File: src/rtl/collision_unit_pkg.sv
// rtl/collision_unit_pkg.sv - shared game constants and collision FSM state encoding
package collision_unit_pkg;
   localparam int STEP_SIZE = 32;
   localparam int POSITIONS = 640 / STEP_SIZE;

   typedef enum logic [2:0] {
      ST_IDLE      = 3'd0,
      ST_SNAP      = 3'd1,
      ST_SCAN      = 3'd2,
      ST_RESOLVE   = 3'd3,
      ST_COOLDOWN  = 3'd4,
      ST_GAME_OVER = 3'd5
   } state_t;
endpackage

File: src/rtl/lane_overlap.sv
// rtl/lane_overlap.sv - combinational test of whether one car covers the frog's cell
module lane_overlap #(
   parameter int POSITIONS = collision_unit_pkg::POSITIONS
) (
   input  logic [4:0] car_pos,
   input  logic [1:0] car_len,
   input  logic [9:0] car_y,
   input  logic [4:0] frog_pos,
   input  logic [9:0] frog_y,
   output logic       overlap
);
   logic [5:0] w_sum  [4];
   logic [5:0] w_cell [4];
   logic [3:0] w_len_ok;
   logic [3:0] w_match;

   // Cell k is occupied when k <= car_len; written as a thermometer code.
   assign w_len_ok = {car_len == 2'd3, car_len[1], |car_len, 1'b1};

   for (genvar k = 0; k < 4; k++) begin : g_cell
      assign w_sum[k]   = {1'b0, car_pos} + 6'(k);
      assign w_cell[k]  = (w_sum[k] >= 6'(POSITIONS)) ? w_sum[k] - 6'(POSITIONS) : w_sum[k];
      assign w_match[k] = w_len_ok[k] && (w_cell[k] == {1'b0, frog_pos});
   end

   assign overlap = (car_y == frog_y) && (|w_match);
endmodule

File: src/rtl/collision_unit.sv
// rtl/collision_unit.sv - sequential car/frog collision scan with lives and cooldown
module collision_unit #(
   parameter int NUM_CARS       = 8,
   parameter int POSITIONS      = collision_unit_pkg::POSITIONS,
   parameter int LIVES_INIT     = 3,
   parameter int COOLDOWN_TICKS = 60
) (
   input  logic                  clk,
   input  logic                  reset,
   input  logic                  clk_enable,
   input  logic [NUM_CARS*5-1:0] car_pos_flat,
   input  logic [NUM_CARS*10-1:0] car_y_flat,
   input  logic [NUM_CARS*2-1:0] car_len_flat,
   input  logic [4:0]            frog_pos,
   input  logic [9:0]            frog_y,
   input  logic                  restart,
   output logic                  hit,
   output logic [1:0]            lives,
   output logic                  invuln,
   output logic                  game_over,
   output logic                  busy
);
   import collision_unit_pkg::*;

   localparam int IDX_W = (NUM_CARS > 1) ? $clog2(NUM_CARS) : 1;
   localparam int CD_W  = $clog2(COOLDOWN_TICKS + 1);

   state_t                r_state, w_state_next;
   logic [IDX_W-1:0]      r_idx;
   logic [CD_W-1:0]       r_cd;
   logic                  r_hit_flag;
   logic                  r_hit;
   logic [1:0]            r_lives;
   logic                  r_invuln, r_go, r_busy;
   logic [NUM_CARS*5-1:0] r_snap_pos;
   logic [NUM_CARS*10-1:0] r_snap_y;
   logic [NUM_CARS*2-1:0] r_snap_len;
   logic [4:0]            r_snap_fpos;
   logic [9:0]            r_snap_fy;
   logic                  w_overlap;

   lane_overlap #(.POSITIONS(POSITIONS)) u_lane_overlap (
      .car_pos  (r_snap_pos[int'(r_idx)*5 +: 5]),
      .car_len  (r_snap_len[int'(r_idx)*2 +: 2]),
      .car_y    (r_snap_y[int'(r_idx)*10 +: 10]),
      .frog_pos (r_snap_fpos),
      .frog_y   (r_snap_fy),
      .overlap  (w_overlap)
   );

   always_ff @(posedge clk) begin
      if (reset) r_state <= ST_IDLE;
      else       r_state <= w_state_next;
   end

   always_comb begin
      w_state_next = r_state;
      case (r_state)
         ST_IDLE:      if (clk_enable) w_state_next = ST_SNAP;
         ST_SNAP:      w_state_next = ST_SCAN;
         ST_SCAN:      if (r_idx == IDX_W'(NUM_CARS - 1)) w_state_next = ST_RESOLVE;
         ST_RESOLVE: begin
            if (!r_hit_flag)          w_state_next = ST_IDLE;
            else if (r_lives == 2'd1) w_state_next = ST_GAME_OVER;
            else                      w_state_next = ST_COOLDOWN;
         end
         ST_COOLDOWN:  if (clk_enable && r_cd == CD_W'(1)) w_state_next = ST_IDLE;
         ST_GAME_OVER: if (restart) w_state_next = ST_IDLE;
         default:      w_state_next = ST_IDLE;
      endcase
   end

   always_ff @(posedge clk) begin
      if (reset) begin
         r_idx       <= '0;
         r_cd        <= '0;
         r_hit_flag  <= 1'b0;
         r_hit       <= 1'b0;
         r_lives     <= 2'(LIVES_INIT);
         r_invuln    <= 1'b0;
         r_go        <= 1'b0;
         r_busy      <= 1'b0;
         r_snap_pos  <= '0;
         r_snap_y    <= '0;
         r_snap_len  <= '0;
         r_snap_fpos <= '0;
         r_snap_fy   <= '0;
      end else begin
         r_hit    <= 1'b0;
         // Status flags decode the upcoming state so they line up with it.
         r_busy   <= (w_state_next == ST_SNAP) || (w_state_next == ST_SCAN) ||
                     (w_state_next == ST_RESOLVE);
         r_invuln <= (w_state_next == ST_COOLDOWN);
         r_go     <= (w_state_next == ST_GAME_OVER);
         case (r_state)
            ST_IDLE: begin
               if (clk_enable) begin
                  r_snap_pos  <= car_pos_flat;
                  r_snap_y    <= car_y_flat;
                  r_snap_len  <= car_len_flat;
                  r_snap_fpos <= frog_pos;
                  r_snap_fy   <= frog_y;
                  r_hit_flag  <= 1'b0;
                  r_idx       <= '0;
               end
            end
            ST_SCAN: begin
               r_hit_flag <= r_hit_flag | w_overlap;
               r_idx      <= r_idx + IDX_W'(1);
            end
            ST_RESOLVE: begin
               if (r_hit_flag) begin
                  r_hit   <= 1'b1;
                  r_lives <= r_lives - 2'd1;
                  if (r_lives != 2'd1) r_cd <= CD_W'(COOLDOWN_TICKS);
               end
            end
            ST_COOLDOWN: if (clk_enable) r_cd <= r_cd - CD_W'(1);
            ST_GAME_OVER: if (restart) r_lives <= 2'(LIVES_INIT);
            default: ;
         endcase
      end
   end

   assign hit       = r_hit;
   assign lives     = r_lives;
   assign invuln    = r_invuln;
   assign game_over = r_go;
   assign busy      = r_busy;
endmodule
File: config.mk
export PLATFORM = sky130hd
export DESIGN_NAME = collision_unit
export DESIGN_NICKNAME = d
export VERILOG_FILES = /design/src/rtl/collision_unit_pkg.sv /design/src/rtl/lane_overlap.sv /design/src/rtl/collision_unit.sv
export SDC_FILE = /design/constraint.sdc
export NUM_CORES = 1
export LEC_CHECK = 0
export CAP_MARGIN = 30
export CORE_ASPECT_RATIO = 1.2
export CORE_MARGIN = 5
export CORE_UTILIZATION = 56
export CTS_CLUSTER_SIZE = 24
export DETAILED_ROUTE_END_ITERATION = 16
export GPL_TIMING_DRIVEN = 0
export PLACE_DENSITY_LB_ADDON = 0.12
export SLEW_MARGIN = 30
export SYNTH_ARGS = -nofsm -noshare
export SYNTH_HDL_FRONTEND = slang
export SYNTH_SLANG_ARGS = --single-unit
File: constraint.sdc
create_clock -name clk -period 10.6 [get_ports clk]
set_clock_uncertainty 0.15 [all_clocks]
set_input_delay 1.59 -clock clk [delete_from_list [all_inputs] [get_ports clk]]
set_output_delay 1.59 -clock clk [all_outputs]
set_load 0.01 [all_outputs]
==> impl_metrics.env <==
export IMPL_io_pins=161
export IMPL_cts_sinks=170
export IMPL_grt_usage_pct=28.28
export IMPL_ys_seq_elements=170
export IMPL_wire_per_inst_um=17.73
export IMPL_finalNetCount=1352
export IMPL_worstPathArrival_ns=4.52
export IMPL_vias=7753
export IMPL_hold_class="flip-flop to flip-flop"
export IMPL_worst_setup_path_end_kind="flip-flop"
export IMPL_htreeDepth=4
export IMPL_area_delta_synth_final_pct=28.94
export IMPL_ant_nets=0
export IMPL_cp_start_kind="flip-flop"
export IMPL_cap_viol_max_count=0
export IMPL_firstDrtPassIters=6
export IMPL_die_height_um=142.9
export IMPL_tightest_slew_ns=0.8468
export IMPL_hold_viol=0
export IMPL_viasPerCell=5.684
export IMPL_cts_root_buf="clkbuf_16"
export IMPL_post_cts_setup_buffers=0
export IMPL_status="finished, final reports clean"
export IMPL_drc=0
export IMPL_fillerInstances=1147
export IMPL_rsz0062_at_grt="no"
export IMPL_tns_ns=0
export IMPL_core_rowCount=48
export IMPL_async_flop_share_pct=0
export IMPL_setup_viol=0
export IMPL_clk_pin_slew_ns=0.06
export IMPL_cp_required_ns=10.76
export IMPL_cts_resized=0
export IMPL_core_area_mm2=0.01441
export IMPL_synth_edf_count=0
export IMPL_numCtsBuffers=17
export IMPL_cp_max_fo=10
export IMPL_synth_ff_type="dfxtp_1"
export IMPL_io_buffers=160
export IMPL_min_period_over_period_pct=41.12
export IMPL_cts_tree="built"
export IMPL_maxSlewHeadroom_pct=43.42
export IMPL_grt_pass1_wl_mm=38.25
export IMPL_die_area_mm2=0.01727
export IMPL_grt_pass1_vias=7670
export IMPL_postSynthAreaPerCell_um2=8.273
export IMPL_grt_max_degree=17
export IMPL_leakagePower_uw=0.003937
export IMPL_fin_crit_ns=4.359
export IMPL_antenna_found_initial=0
export IMPL_syn_nets=1173
export IMPL_synth_area_mm2=0.008248
export IMPL_worstSetupPathType="flip-flop to flip-flop"
export IMPL_clockBufferDepth=2
export IMPL_total_power_uw=1638
export IMPL_start_util_pct=57.22
export IMPL_dp_cells=1332
export IMPL_fin_cells=1364
export IMPL_ir_drop_uv=112.5
export IMPL_gp_congestion=0.9487
export IMPL_drt_iter0_markers=440
export IMPL_synth_cell_type_count=69
export IMPL_power_density_mw_per_mm2=154.0
export IMPL_hpwl_mm=18.29
export IMPL_drive_above_1_share_pct=7.401
export IMPL_syn_inst=997
export IMPL_hold_buffers=0
export IMPL_fp_dieW_um=120.8
export IMPL_slew_viol_final=0
export IMPL_ys_warn_count=0
export IMPL_routed_wirelength_mm=24.18
export IMPL_max_freq_mhz=229.4
export IMPL_diodes=0
export IMPL_ys_seq_area_share_pct=41.26
export IMPL_gr_total_overflow=0
export IMPL_worstSkewPairLatency_ns=0.44
## cells in the mapped netlist, drive strengths merged (4+ instances only)
master,n,area [µm²]
a21oi,161,805.8
dfxtp,170,3403
xor2,15,138.9
xnor2,20,175.2
and2,5,31.28
nor4,6,43.79
mux4,28,630.6
o211ai,4,30.03
nand2b,7,43.79
nand4,6,37.54
nand2,323,1222
or2,4,25.02
buf,11,60.06
clkbuf,56,210.2
nor3,9,45.04
mux2,6,67.56
a31oi,7,43.79
a22oi,5,42.54
mux2i,23,242.7
inv,19,71.32
ha,21,262.8
nor2b,5,31.28
nor2,23,86.33
nand3,7,35.03
o21ai,10,50.05
## power breakdown
| part | internal, µW | switching, µW | total (µW) |
|---|---|---|---|
| logic | 152 | 180 | 332 |
| registers | 682 | 24.3 | 706 |
| clock network | 327 | 272 | 600 |
## worst paths after layout
path	startpoint	end	slack (ns)	cells after the start
max reg2reg	r_idx[2]	r_hit_flag	6.24	17
min reg2reg	r_snap_y[11]	r_snap_y[11]	0.30	2
min	r_snap_y[11]	r_snap_y[11]	0.30	2
max	r_idx[2]	r_hit_flag	6.24	17
## layout make-up
class / count / area (µm²) / area share, %
plain buffers: 67 / 270.3 / 2.541
clock inverters: 15 / 141.4 / 1.329
well taps: 175 / 219.0 / 2.059
multi-input cells: 741 / 4503 / 42.34
inverters: 19 / 71.32 / 0.6706
clock buffers: 17 / 425.4 / 4.000
flip-flops and latches: 170 / 3403 / 32.00
repair buffers: 160 / 1602 / 15.06
## through the flow
step           hold WS, ns  utilization (%)  area, µm²  setup WS [ns]
4_1_cts             0.3044            73.78      10640          6.311
3_3_place_gp        0.2887            69.85      10070          6.224
6_report            0.3037            73.78      10640          6.241
5_1_grt             0.3156            73.78      10640          5.948
3_5_place_dp        0.2947            69.85      10070          6.211
2_1_floorplan       0.2822                -       8248          7.082
## cells in the final DEF (no fill, tap or decap), types with 4 or more instances in the layout
cell type and n:
a21oi_1 161, a22oi_1 4, a31oi_1 7, and2_1 5, buf_2 6, clkbuf_1 56, clkbuf_16 17, clkdlybuf4s50_1 160
clkinv_4 4, dfxtp_1 170, ha_1 21, inv_1 16, inv_6 4, mux2_2 5, mux2i_1 22, mux4_2 28
nand2_1 321, nand2b_1 7, nand3_1 7, nand4_1 6, nor2_1 23, nor2b_1 5, nor3_1 9, nor4_1 5
o211ai_1 4, o21ai_0 10, xnor2_1 20, xor2_1 14
## kinds of logic after synthesis
group           synth area share, %
simple gates                  20.71
mux                           11.41
xor+xnor                      4.081
buf+inv                       4.141
compound gates                15.22
flops                         41.26
fa+ha+maj                     3.186
## metal layers
metal	global-route usage [%]	routed length [µm]	vias to the layer above
li1	-	-	3766
met1	33.79	9464	3616
met2	50.13	12370	303
met3	4.398	1454	68
met4	12.89	890	0
met5	0	0	-
## sequential cells by signal, indices dropped and copies added, names as in the netlist
register,cells
r_state,3
r_hit_flag,1
r_snap_pos,40
invuln,1
lives,2
r_snap_y,80
game_over,1
busy,1
r_snap_fpos,5
r_idx,3
r_cd,6
r_snap_len,16
r_snap_fy,10
hit,1
## worst max-delay path, cell delays in order (launching register included)
cell,delay (ns)
dfxtp_1,0.36
buf_2,0.29
buf_4,0.30
mux2i_1,0.15
a22oi_1,0.32
nand2_1,0.25
inv_1,0.19
ha_1,0.22
nand3_1,0.24
xnor2_1,0.34
ha_1,0.21
nand2_1,0.05
a32o_1,0.24
or2_1,0.24
nor4_1,0.30
nor4_2,0.09
a31oi_1,0.19
a31oi_1,0.10
No activity file was read; power rests on OpenSTA's default activity.
